File: src/rtl/idle_deletion_ctrl_if.sv
// Block-side bundle between the idle-deletion controller and its upstream/FIFO neighbours.
// slave = controller view, master = driver (upstream + FIFO) view.
interface idle_deletion_ctrl_if #(
    parameter int NB_DATA   = 66,
    parameter int NB_CREDIT = 8
);
    logic                 i_valid;
    logic [NB_DATA-1:0]   i_data;
    logic                 i_fifo_empty;
    logic [NB_DATA-1:0]   o_data;
    logic                 o_write_enb;
    logic                 o_read_enb;
    logic                 o_am_insert;
    logic                 o_idle_deleted;
    logic [NB_CREDIT-1:0] o_credit;
    logic                 o_credit_sat;

    modport slave (
        input  i_valid, i_data, i_fifo_empty,
        output o_data, o_write_enb, o_read_enb, o_am_insert,
               o_idle_deleted, o_credit, o_credit_sat
    );

    modport master (
        output i_valid, i_data, i_fifo_empty,
        input  o_data, o_write_enb, o_read_enb, o_am_insert,
               o_idle_deleted, o_credit, o_credit_sat
    );
endinterface

File: src/rtl/idle_deletion_ctrl.sv
// Idle-deletion controller in front of the PCS TX sync FIFO: deletes owed idle blocks
// and gates FIFO reads so N_AM slots per AM period stay free for alignment markers.
module idle_deletion_ctrl #(
    parameter int NB_DATA   = 66,
    parameter int AM_PERIOD = 16384,
    parameter int N_AM      = 20,
    parameter int NB_PERIOD = 14,
    parameter int NB_CREDIT = 8
) (
    input  logic                    i_clock,
    input  logic                    i_reset,
    input  logic                    i_enable,
    idle_deletion_ctrl_if.slave     ctrl_bus
);

    // Sum is wide enough to hold max credit plus one period's grant without wrapping.
    localparam int NB_SUM = NB_CREDIT + $clog2(N_AM + 1) + 1;

    localparam logic [NB_CREDIT-1:0] CREDIT_MAX   = '1;
    localparam logic [NB_SUM-1:0]    CREDIT_MAX_W = NB_SUM'(CREDIT_MAX);
    localparam logic [NB_SUM-1:0]    CREDIT_GRANT = NB_SUM'(N_AM);
    localparam logic [NB_PERIOD-1:0] PERIOD_LAST  = NB_PERIOD'(AM_PERIOD - 1);
    localparam logic [NB_PERIOD-1:0] AM_SLOTS     = NB_PERIOD'(N_AM);
    localparam logic [63:0]          IDLE_PAYLOAD = {8'h1E, 56'h0};

    logic [NB_PERIOD-1:0] period_cnt;
    logic [NB_CREDIT-1:0] credit;
    logic                 credit_sat;
    logic [NB_DATA-1:0]   data_q;
    logic                 write_enb_q;
    logic                 read_enb_q;
    logic                 am_insert_q;
    logic                 idle_deleted_q;

    logic                 advance;
    logic                 is_idle;
    logic                 deletion;
    logic                 am_slot;
    logic [NB_SUM-1:0]    credit_sum;
    logic [NB_CREDIT-1:0] credit_next;
    logic                 credit_hit_max;

    always_comb begin
        advance  = i_enable && ctrl_bus.i_valid;
        is_idle  = (ctrl_bus.i_data[NB_DATA-1 -: 2] == 2'b10) &&
                   (ctrl_bus.i_data[63:0] == IDLE_PAYLOAD);
        // Deletion spends credit held before this cycle; a grant arriving now is not yet usable.
        deletion = advance && is_idle && (credit != '0);
        am_slot  = period_cnt < AM_SLOTS;

        credit_sum = NB_SUM'(credit)
                   + ((period_cnt == '0) ? CREDIT_GRANT : '0)
                   - NB_SUM'(deletion);
        credit_hit_max = credit_sum >= CREDIT_MAX_W;
        credit_next    = credit_hit_max ? CREDIT_MAX : credit_sum[NB_CREDIT-1:0];
    end

    // NOTE: sequential state uses non-blocking assignments so every register samples pre-edge values.
    always_ff @(posedge i_clock) begin
        if (i_reset) begin
            period_cnt     <= '0;
            credit         <= '0;
            credit_sat     <= 1'b0;
            data_q         <= '0;
            write_enb_q    <= 1'b0;
            read_enb_q     <= 1'b0;
            am_insert_q    <= 1'b0;
            idle_deleted_q <= 1'b0;
        end else begin
            write_enb_q    <= advance && !deletion;
            idle_deleted_q <= deletion;
            am_insert_q    <= advance && am_slot;
            read_enb_q     <= advance && !am_slot && !ctrl_bus.i_fifo_empty;

            if (advance) begin
                data_q     <= ctrl_bus.i_data;
                period_cnt <= (period_cnt == PERIOD_LAST) ? '0 : period_cnt + NB_PERIOD'(1);
                credit     <= credit_next;
                if (credit_hit_max) begin
                    credit_sat <= 1'b1;
                end
            end
        end
    end

    assign ctrl_bus.o_data         = data_q;
    assign ctrl_bus.o_write_enb    = write_enb_q;
    assign ctrl_bus.o_read_enb     = read_enb_q;
    assign ctrl_bus.o_am_insert    = am_insert_q;
    assign ctrl_bus.o_idle_deleted = idle_deleted_q;
    assign ctrl_bus.o_credit       = credit;
    assign ctrl_bus.o_credit_sat   = credit_sat;

endmodule

File: src/flat_wrapper.sv
// flat-port wrapper written by rule: the top's interface ports become plain ports
module idle_deletion_ctrl_flat 
#(
    parameter int NB_DATA   = 66,
    parameter int AM_PERIOD = 16384,
    parameter int N_AM      = 20,
    parameter int NB_PERIOD = 14,
    parameter int NB_CREDIT = 8
)
  (i_clock, i_reset, i_enable, ctrl_bus_i_valid, ctrl_bus_i_data, ctrl_bus_i_fifo_empty, ctrl_bus_o_data, ctrl_bus_o_write_enb, ctrl_bus_o_read_enb, ctrl_bus_o_am_insert, ctrl_bus_o_idle_deleted, ctrl_bus_o_credit, ctrl_bus_o_credit_sat);
  idle_deletion_ctrl_if #(.NB_DATA(NB_DATA), .NB_CREDIT(NB_CREDIT)) ctrl_bus_i ();
  input  logic i_clock;
  input  logic i_reset;
  input  logic i_enable;
  input wire logic [$bits(ctrl_bus_i.i_valid)-1:0] ctrl_bus_i_valid;
  input wire logic [$bits(ctrl_bus_i.i_data)-1:0] ctrl_bus_i_data;
  input wire logic [$bits(ctrl_bus_i.i_fifo_empty)-1:0] ctrl_bus_i_fifo_empty;
  output wire logic [$bits(ctrl_bus_i.o_data)-1:0] ctrl_bus_o_data;
  output wire logic [$bits(ctrl_bus_i.o_write_enb)-1:0] ctrl_bus_o_write_enb;
  output wire logic [$bits(ctrl_bus_i.o_read_enb)-1:0] ctrl_bus_o_read_enb;
  output wire logic [$bits(ctrl_bus_i.o_am_insert)-1:0] ctrl_bus_o_am_insert;
  output wire logic [$bits(ctrl_bus_i.o_idle_deleted)-1:0] ctrl_bus_o_idle_deleted;
  output wire logic [$bits(ctrl_bus_i.o_credit)-1:0] ctrl_bus_o_credit;
  output wire logic [$bits(ctrl_bus_i.o_credit_sat)-1:0] ctrl_bus_o_credit_sat;
  assign ctrl_bus_i.i_valid = ctrl_bus_i_valid;
  assign ctrl_bus_i.i_data = ctrl_bus_i_data;
  assign ctrl_bus_i.i_fifo_empty = ctrl_bus_i_fifo_empty;
  assign ctrl_bus_o_data = ctrl_bus_i.o_data;
  assign ctrl_bus_o_write_enb = ctrl_bus_i.o_write_enb;
  assign ctrl_bus_o_read_enb = ctrl_bus_i.o_read_enb;
  assign ctrl_bus_o_am_insert = ctrl_bus_i.o_am_insert;
  assign ctrl_bus_o_idle_deleted = ctrl_bus_i.o_idle_deleted;
  assign ctrl_bus_o_credit = ctrl_bus_i.o_credit;
  assign ctrl_bus_o_credit_sat = ctrl_bus_i.o_credit_sat;
  idle_deletion_ctrl #(.NB_DATA(NB_DATA), .AM_PERIOD(AM_PERIOD), .N_AM(N_AM), .NB_PERIOD(NB_PERIOD), .NB_CREDIT(NB_CREDIT)) u_core (.i_clock(i_clock), .i_reset(i_reset), .i_enable(i_enable), .ctrl_bus(ctrl_bus_i));
endmodule
File: config.mk
export PLATFORM = sky130hd
export DESIGN_NAME = idle_deletion_ctrl_flat
export DESIGN_NICKNAME = d
export VERILOG_FILES = /design/src/rtl/idle_deletion_ctrl_if.sv /design/src/rtl/idle_deletion_ctrl.sv /design/src/flat_wrapper.sv
export SDC_FILE = /design/constraint.sdc
export NUM_CORES = 1
export LEC_CHECK = 0
export BUFFER_PORTS_ARGS = -buffer_cell sky130_fd_sc_hd__buf_4
export CORE_MARGIN = 8
export CORE_UTILIZATION = 53
export DETAILED_ROUTE_END_ITERATION = 7
export PLACE_DENSITY = 0.85
export SLEW_MARGIN = 25
export SYNTH_ARGS = -nofsm -noshare
export SYNTH_HDL_FRONTEND = slang
export SYNTH_SLANG_ARGS = --single-unit
File: constraint.sdc
create_clock -name i_clock -period 10.62 [get_ports i_clock]
set_input_delay 0.531 -clock i_clock [delete_from_list [all_inputs] [get_ports i_clock]]
set_output_delay 0.531 -clock i_clock [all_outputs]
set_load 0.02 [all_outputs]
==> run_results.csv, run 1 <==
group,metric,value,unit
cts,clkTransAtPathRegs,0.08,ns
sta,setup_slack,6.63,ns
placed_design,place_worst_setup_slack,6.35,ns
global_route,grt_max_degree,84,
drt,drt_first_pass_iters,4,
min_path,whs_endpoint,"u_core.ctrl_bus.o_read_enb",
global_route,grt_pass1_wl,18000,um
min_path,hold_path_startpoint,"ctrl_bus_i_fifo_empty",
global_route,antenna_found_initial,0,
critical_path,regToRegStartpoint,"u_core.period_cnt[9]",
critical_path,slowest_stage,"nor4b_1",
sta,rsz0062_at_grt,"false",
synth,syn_area,3960,um2
pwr,swShare,29.9,%
critical_path,crit_chain,"buf_4 -> nor4b_1 -> and4_1 -> nand4_1 -> or4_1 -> inv_1 -> ha_1 -> inv_1 -> ha_1 -> a21o_1 -> a211o_1 -> o311a_1 -> nor3_2 -> a221oi_1",
drt,drt-initial-drc-count,174,
pwr,seq_power_share,49.5,%
sta,hold_viol,0,
cts,cts_resized,0,
cts,insertion_delay,0.36,ns
pwr,p_sw,0.226,mW
layout,final_area,5300,um2
floorplan,dieArea,10500,um2
synth,syn_nets,580,
drt,drc_errors,0,
sta,relSlewSlack,41.9,%
cts,clock_sinks,93,
min_path,min_path_cells,2,
pwr,p_int,0.531,mW
floorplan,initial_utilization,54.5,%
placed_design,io_buffers,149,
cts,htreeDepth,3,
synth,yosys_warnings,0,
drt,drt-vias-per-instance,5.36,
drt,drt-met1-wl,4550,um
cts,root_buffer,"clkbuf_8",
sta,final.min_clock_period,3.99,ns
critical_path,max_stage_delay,0.67,ns
critical_path,worstSetupPathType,"in2reg",
cts,cts_inserted_buffers,9,
sta,skew,0.00694,ns
drt,highest_layer,"met4",
critical_path,required,10.81,ns
pwr,power_density,143,nW/um2
synth,postSynthCellCount,494,
sta,period_share,37.6,%
critical_path,timing.reg2reg.setup_slack,6.90,ns
drt,drt-total-wl,11700,um
drt,ant_nets,0,
synth,ys_top_cells_by_area,"dfxtp_1 47%, nand2_1 14%, a21oi_1 8.9%, ha_1 4.4%, nor2_1 2.8%",
critical_path,arrival,4.18,ns
critical_path,r2r_cells,12,
pwr,p_leak,2.27,nW
placed_design,dp_hpwl,8740,um
floorplan,dieWidth,102,um
drt,wl_per_cell,15.9,um
critical_path,crit_fanout,8,
cts,cts_tree,"built",
flow_run,cap_violations,0,
floorplan,io-pin-count,150,
critical_path,worstSetupStartpointType,"input port",
run_status,status,"completed",
drt,via_count,3927,
critical_path,critPathCaptureType,"register",
pwr,p_comb_share,21.2,%
pwr,p_clk_share,29.4,%
sta,setup_viol,0,
synth,post_synth.cell_area_avg,8.01,um2
drt,met2_length,5910,um
pwr,ir_drop,90.9,uV
synth,synth_top_area_cell,"dfxtp_1",
synth,seq_area_frac_synth,47.1,%
layout,final_layout_size_suffix_gt1_share,27.0,%
layout,fin_nets,714,
synth,synth_cell_types,42,
layout,fillers,571,
sta,drv_slew,0,
placed_design,place_congestion,0.902,
sta,setup-tns-final,0,ns
layout,antennaDiodeCount,0,
drt,met3_length,931,um
floorplan,core,7250,um2
placed_design,place_area,5110,um2
cts,cts_hold_buf,0,
layout,layout-area-overhead-vs-synth,33.9,%
global_route,grt_pass1_vias,3799,
synth,synth_top_area_share,47.1,%
floorplan,die_h,102,um
critical_path,regToRegEndpoint,"u_core.ctrl_bus.o_credit[3]",
global_route,grt.overflow.total,0,
global_route,grt_usage,21.7,%
cts,cts_buffer_depth,2,
cts,cts_setup_buffers,0,
synth,ys_seq_elements,93,
sta,tightest_slew,0.872,ns
min_path,min_path_type,"in2reg",
floorplan,fp-row-count,31,
sta,fmax,251,MHz
## logic make-up after synthesis
| logic type | count (synthesis) | share of synthesized area, % |
|---|---|---|
| AO/OA/AOI/OAI | 95 | 14.1 |
| XOR/XNOR | 17 | 3.76 |
| adder cells (fa/ha/maj) | 15 | 4.94 |
| buffers and inverters | 48 | 4.56 |
| flip-flops | 93 | 47.1 |
| multiplexers | 1 | 0.253 |
| AND/OR/NAND/NOR | 225 | 25.3 |
## worst max-delay path, delay by kind of cell
kind	cells	cell delay [ns]
simple gates	5	2.03
compound gates	4	1.06
fa+ha+maj	2	0.33
buf+inv	3	0.23
## power groups by stage
| stage | Sequential, mW | Combinational (mW) | Clock, mW |
|---|---|---|---|
| 2_1_floorplan | 0.399 | 0.0748 | 0 |
| 3_3_place_gp | 0.382 | 0.154 | 0 |
| 3_5_place_dp | 0.383 | 0.159 | 0 |
| 4_1_cts | 0.374 | 0.160 | 0.227 |
| 5_1_grt | 0.377 | 0.175 | 0.241 |
| 6_report | 0.374 | 0.160 | 0.222 |
## state kept, by name, indices dropped and copies added, names as in the netlist
signal,flops
u_core.ctrl_bus.o_write_enb,1
u_core.ctrl_bus.o_credit,8
u_core.period_cnt,14
u_core.ctrl_bus.o_read_enb,1
u_core.ctrl_bus.o_data,66
u_core.ctrl_bus.o_idle_deleted,1
u_core.ctrl_bus.o_credit_sat,1
u_core.ctrl_bus.o_am_insert,1
## layout make-up
class	count	area (um2)	share of cell area, %
timing repair buffer	151	1130	21.4
clock buffer	11	151	2.86
multi-input combinational	353	1920	36.2
clock inverter	5	33.8	0.638
tap	99	124	2.34
inverter	20	75.1	1.42
sequential	93	1860	35.2
## Yosys cell counts, drive strengths merged
master,number
nand3,6
o311a,1
nand2,144
o211ai,1
xnor2,8
a211o,1
o2111a,1
nand4bb,1
buf,4
o41ai,1
a41o,1
inv,20
and3b,1
nor4,16
a221oi,3
nor2,29
fa,1
a311oi,5
xor2,9
o21ai,2
dfxtp,93
and3,2
and4,2
o2111ai,1
a21o,2
a221o,1
ha,14
or4,2
nor3,3
o21bai,2
mux2i,1
and2,1
nor2b,2
nor4b,6
or2,1
a21oi,70
a211oi,2
nor3b,1
a2111oi,1
clkbuf,24
nand4,8
## worst max path at each step
stage | end | slack, ns | from | cells past startpoint
final | u_core.ctrl_bus.o_credit[3] | 6.63 | ctrl_bus_i_data[13] | 14
after global routing | u_core.ctrl_bus.o_credit[3] | 6.54 | ctrl_bus_i_data[36] | 14
after detailed placement | u_core.ctrl_bus.o_credit[3] | 6.35 | ctrl_bus_i_data[36] | 14
after global placement | u_core.ctrl_bus.o_credit[6] | 6.48 | ctrl_bus_i_data[36] | 14
after floorplan | u_core.ctrl_bus.o_credit[4] | 6.92 | ctrl_bus_i_data[36] | 13
after CTS | u_core.ctrl_bus.o_credit[5] | 6.71 | ctrl_bus_i_data[36] | 14
## through the flow
step | instances | power (mW) | hold WS, ns | util [%]
after detailed placement | 716 | 0.542 | 0.447 | 70.5
final | 732 | 0.757 | 0.362 | 73.0
after global placement | 716 | 0.536 | 0.443 | 70.5
after floorplan | 494 | 0.474 | 0.466 | -
after global routing | 732 | 0.792 | 0.348 | 73.0
after CTS | 732 | 0.761 | 0.356 | 73.0
## metal layers
metal | vias to the layer above | global-route usage (%)
met5 | - | 0
met2 | 144 | 38.4
met4 | 0 | 9.59
met3 | 20 | 5.52
met1 | 1817 | 24.0
li1 | 1946 | -
## cells in the final DEF, fill, tap and decap left out, drive strengths merged, types with 2 or more instances in the layout
cell      Yosys  layout
buf           4     151
nand2       144     144
dfxtp        93      93
a21oi        70      70
nor2         29      29
inv          20      21
nor4         16      16
ha           14      14
clkbuf       24      11
xor2          9       9
nand4         8       8
xnor2         8       8
nor4b         6       6
nand3         6       6
a311oi        5       5
a221oi        3       3
nor3          3       3
or4           2       2
and4          2       2
o21bai        2       2
o21ai         2       2
a21o          2       2
and3          2       2
nor2b         2       2
a211oi        2       2
clkinvlp      0       2
clkinv        0       2
Power figures use the tool's default switching activity.
==> run 2: changes to the inputs <==
- CORE_UTILIZATION: 53 -> 44
- PLACE_DENSITY: 0.85 -> 0.76
- clock period: 10.62 -> 3.6 ns (I/O delays scaled with it)
==> run 2 against run 1 <==
Net effect: critical path depth fell by 1; clock skew grew 0.0015 ns; die area increased by 17%.
==> run_results.csv, run 2 (synthesis gave the netlist of run 1 again) <==
group,metric,value,unit
global_route,antenna_found_initial,0,
floorplan,fp-row-count,34,
min_path,min_path_type,"in2reg",
global_route,grt.overflow.total,0,
global_route,grt_max_degree,84,
layout,mostFrequentLayoutCells,"158 x buf_4, 143 x nand2_1, 91 x dfxtp_1, 69 x a21oi_1, 29 x nor2_1",
flow_run,cap_violations,0,
floorplan,core,8720,um2
floorplan,io-pin-count,150,
global_route,grt_usage,18.0,%
min_path,hold_path_startpoint,"ctrl_bus_i_data[57]",
sta,hold_ws,0.0745,ns
cts,root_buffer,"clkbuf_8",
cts,htreeDepth,3,
drt,drt-initial-drc-count,222,
drt,drt-vias-per-instance,5.22,
placed_design,dp_hpwl,8650,um
layout,final_area,5420,um2
critical_path,worstSetupPathType,"reg2reg",
layout,fillers,746,
sta,tightest_slew,0.870,ns
drt,drt_first_pass_iters,5,
critical_path,crit_chain,"nor4_1 -> nand2_1 -> nor4_2 -> buf_4 -> nand2_1 -> ha_1 -> inv_1 -> ha_1 -> and3_1 -> a211o_1 -> o311a_1 -> nor3_4 -> a311oi_1",
global_route,met1_usage,21.2,%
cts,clock_sinks,93,
floorplan,dieArea,12300,um2
global_route,grt_pass1_vias,3829,
min_path,min_path_cells,3,
placed_design,place_worst_setup_slack,-0.271,ns
cts,cts_tree,"built",
critical_path,slowest_stage,"o311a_1",
critical_path,worstSetupStartpointType,"register",
drt,drt-total-wl,11800,um
pwr,p_int,1.62,mW
critical_path,max_stage_delay,0.38,ns
sta,drv_slew,0,
placed_design,place_area,5170,um2
pwr,finalPower,2.30,mW
layout,fin_nets,722,
pwr,seq_power_share,48.0,%
critical_path,r2r_cells,13,
sta,period_share,95.2,%
pwr,power_density,425,nW/um2
layout,layout-area-overhead-vs-synth,37.0,%
critical_path,worst-path-buf-inv,2,
pwr,p_clk_share,29.9,%
critical_path,crit_fanout,8,
cts,cts_inserted_buffers,9,
drt,wl_per_cell,15.7,um
global_route,use_met2,29.2,%
pwr,ir_drop,242,uV
pwr,p_comb_share,22.1,%
pwr,swShare,29.6,%
sta,setup_viol,0,
run_status,status,"completed",
floorplan,initial_utilization,45.4,%
cts,cts_buffer_depth,2,
drt,ant_nets,0,
critical_path,path_delay_family,"simple AND/OR/NAND/NOR gates",
drt,drc_errors,0,
cts,cts_setup_buffers,0,
floorplan,die_h,111,um
sta,hold_viol,0,
global_route,grt_pass1_wl,18500,um
drt,via_count,3903,
layout,largest_register_ffs,66,
placed_design,io_buffers,149,
floorplan,dieWidth,111,um
sta,skew,0.00839,ns
min_path,whs_endpoint,"u_core.ctrl_bus.o_data[57]",
critical_path,critPathCaptureType,"register",
layout,layout_commonest_cell,"buf_4",
sta,setup_slack,0.171,ns
layout,final_layout_size_suffix_gt1_share,28.7,%
pwr,p_sw,0.682,mW
critical_path,timing.reg2reg.setup_slack,0.17,ns
critical_path,regToRegEndpoint,"u_core.ctrl_bus.o_credit_sat",
layout,antennaDiodeCount,0,
sta,fmax,292,MHz
placed_design,place_congestion,0.867,
cts,clkTransAtPathRegs,0.09,ns
critical_path,required,3.80,ns
global_route,top_usage_layer,"met2",
pwr,p_leak,2.31,nW
sta,relSlewSlack,42.0,%
global_route,grt_use_met3,7.25,%
sta,final.min_clock_period,3.43,ns
cts,insertion_delay,0.35,ns
critical_path,regToRegStartpoint,"u_core.period_cnt[9]",
critical_path,arrival,3.63,ns
run 2: stage by stage:
stage                     cells  utilization (%)  TNS (ns)
after floorplan             494                -         0
after global placement      732             59.3     -1.36
after detailed placement    732             59.3     -1.98
after CTS                   748             61.6         0
after global routing        748             62.1  -0.00752
final                       748             62.1         0
run 2: power groups by stage:
| stage | registers [mW] | clock network, mW | logic [mW] |
|---|---|---|---|
| 6_report | 1.10 | 0.688 | 0.509 |
| 3_5_place_dp | 1.13 | 0 | 0.489 |
| 4_1_cts | 1.10 | 0.705 | 0.492 |
| 3_3_place_gp | 1.13 | 0 | 0.476 |
| 2_1_floorplan | 1.18 | 0 | 0.221 |
| 5_1_grt | 1.11 | 0.742 | 0.554 |
run 2: worst max path at each step:
stage / from / end / slack, ns / depth (start not counted)
3_3_place_gp: ctrl_bus_i_data[13] / u_core.ctrl_bus.o_credit[4] / -0.18 / 15
6_report: u_core.period_cnt[9] / u_core.ctrl_bus.o_credit_sat / 0.17 / 13
4_1_cts: u_core.period_cnt[9] / u_core.ctrl_bus.o_credit[4] / 0.04 / 13
5_1_grt: ctrl_bus_i_data[13] / u_core.ctrl_bus.o_credit_sat / -0.003 / 17
3_5_place_dp: ctrl_bus_i_data[36] / u_core.ctrl_bus.o_credit[4] / -0.27 / 14
2_1_floorplan: ctrl_bus_i_data[36] / u_core.ctrl_bus.o_credit[4] / 0.25 / 13
run 2: layout make-up:
| type | count | area (um2) | area share, % |
|---|---|---|---|
| Multi-Input combinational cell | 353 | 1960 | 36.1 |
| Sequential cell | 93 | 1870 | 34.4 |
| Timing Repair Buffer | 159 | 1200 | 22.1 |
| Tap cell | 108 | 135 | 2.49 |
| Clock buffer | 10 | 128 | 2.36 |
| Inverter | 20 | 75.1 | 1.39 |
| Clock inverter | 5 | 61.3 | 1.13 |
run 2: metal layers:
layer / share of wire (%) / wire length (um)
met5: 0 / 0
met4: 1.5 / 176
met3: 8.5 / 999
met2: 48 / 5650
met1: 42 / 4940
run 2: what timing repair did:
action                                  4_1_cts  5_1_grt
gates resized for setup                       0       10
endpoints found under the hold margin         1        0
hold buffers                                  1        0
endpoints found under the setup margin        0        9
run 2: worst register-to-register path: cells and delay by family (launching register included):
kind	cells	cell delay, ns
flops	1	0.36
simple gates	6	1.25
buf+inv	2	0.20
compound gates	3	0.84
fa+ha+maj	2	0.62
==> run 3: changes to the inputs <==
- CORE_UTILIZATION: 44 -> 40
- PLACE_DENSITY: 0.76 -> 0.7
==> run 3 against run 2 <==
Net effect: sequential power about the same; clock skew increased by 0.0076 ns; setup slack improved by 0.039 ns; first-iteration DRC count decreased by 2.3%; die area increased by 8.5%; power increased by 1.6%; final cell count increased by 3.5%; clock power increased by 5.7%; via count decreased by 0.10%; final area increased by 0.92%; largest cell class unchanged.
==> run_results.csv, run 3 (synthesis gave the netlist of run 1 again) <==
group,metric,value,unit
sta,relSlewSlack,37.0,%
cts,clock_sinks,93,
sta,setup_viol,0,
global_route,grt_pass1_vias,3884,
cts,cts_tree,"built",
drt,drt_first_pass_iters,4,
layout,mostFrequentLayoutCells,"159 x buf_4, 143 x nand2_1, 93 x dfxtp_1, 69 x a21oi_1, 29 x nor2_1",
min_path,min_path_type,"in2reg",
pwr,p_leak,2.33,nW
floorplan,dieWidth,115,um
layout,fin_nets,722,
floorplan,dieArea,13300,um2
layout,largest_register_ffs,66,
layout,antennaDiodeCount,0,
placed_design,dp_hpwl,8740,um
sta,period_share,94.2,%
sta,fmax,295,MHz
drt,drt-total-wl,11900,um
drt,drt-initial-drc-count,217,
run_status,status,"completed",
placed_design,io_buffers,149,
floorplan,core,9680,um2
floorplan,fp-row-count,36,
drt,via_count,3899,
pwr,finalPower,2.34,mW
layout,final_layout_size_suffix_gt1_share,28.9,%
flow_run,cap_violations,0,
drt,wl_per_cell,15.4,um
sta,drv_slew,0,
global_route,grt_max_degree,84,
cts,clkTransAtPathRegs,0.10,ns
global_route,grt_usage,17.2,%
cts,cts_buffer_depth,2,
floorplan,initial_utilization,40.8,%
sta,hold_viol,0,
placed_design,place_congestion,0.856,
critical_path,crit_fanout,8,
layout,regArea,1860,um2
pwr,power_density,428,nW/um2
cts,cts_inserted_buffers,9,
global_route,grt_pass1_wl,18500,um
cts,htreeDepth,3,
sta,hold_ws,0.0186,ns
critical_path,worstSetupPathType,"reg2reg",
layout,layout-area-overhead-vs-synth,38.3,%
drt,drt-vias-per-instance,5.04,
cts,cts_hold_buf,0,
sta,skew,0.0160,ns
floorplan,die_h,115,um
floorplan,io-pin-count,150,
layout,fin_cells,774,
critical_path,arrival,3.56,ns
global_route,grt.overflow.total,0,
global_route,antenna_found_initial,0,
cts,root_buffer,"clkbuf_8",
layout,fillers,914,
critical_path,required,3.77,ns
drt,drc_errors,0,
layout,layout_commonest_cell,"buf_4",
drt,ant_nets,0,
sta,final.min_clock_period,3.39,ns
critical_path,worstSetupStartpointType,"register",
critical_path,critPathCaptureType,"register",
pwr,ir_drop,206,uV
cts,insertion_delay,0.35,ns
cts,cts_setup_buffers,0,
sta,tightest_slew,0.944,ns
layout,multiInputGateArea,1970,um2
placed_design,placed_cells,758,
==> run 3: timing repair <==
action | in CTS | in global routing
pin swaps | 0 | 1
gates resized for setup | 2 | 6
setup endpoints to repair | 8 | 9
==> run 3: final timing paths <==
check / from / end / slack (ns) / cells past startpoint
setup reg to reg: u_core.period_cnt[9] / u_core.ctrl_bus.o_credit[6] / 0.21 / 12
hold reg to reg: u_core.ctrl_bus.o_data[34] / u_core.ctrl_bus.o_data[34] / 0.46 / 2
hold / removal: ctrl_bus_i_fifo_empty / u_core.ctrl_bus.o_read_enb / 0.02 / 2
setup / recovery: u_core.period_cnt[9] / u_core.ctrl_bus.o_credit[6] / 0.21 / 12
==> run 3: layout make-up <==
cell class | count | area share [%]
flip-flops and latches | 93 | 34.0
multi-input cells | 353 | 35.9
clock buffers | 10 | 2.52
clock inverters | 6 | 1.26
repair buffers | 159 | 21.8
well taps | 133 | 3.04
inverters | 20 | 1.37
==> run 3: routing by layer <==
metal / global-route usage [%] / wire [um] / vias to the layer above
met1: 19.2 / 4800 / 1784
li1: - / - / 1965
met3: 5.47 / 979 / 21
met5: 0 / 0 / -
met2: 29.7 / 5900 / 129
met4: 6.83 / 270 / 0
==> run 3: power by group <==
part	leakage [nW]	internal, mW	total (mW)	switching (mW)
Clock	0.103	0.346	0.727	0.381
Sequential	0.760	1.07	1.10	0.0288
Combinational	1.47	0.226	0.509	0.283
Total	2.33	1.65	2.34	0.693
==> run 3: per-stage QoR <==
step	utilization (%)	worst slack (ns)	TNS (ns)	cell area (um2)
finish	56.5	0.210	0	5470
global route	56.5	-0.00914	-0.00914	5470
CTS	56.1	0.0357	0	5430
detailed placement	53.8	-0.295	-2.35	5210
global placement	53.8	-0.198	-1.51	5210
floorplan	-	0.255	0	3960
==> run 3: critical path: stages, from the launching register on <==
cell      delay (ns)
dfxtp_1         0.37
nor4_2          0.31
nand2_1         0.10
nor4_2          0.23
nand2_1         0.17
ha_1            0.30
inv_1           0.04
ha_1            0.33
and3_1          0.20
a211o_1         0.31
o311a_1         0.38
nor3_4          0.31
a311oi_1        0.15
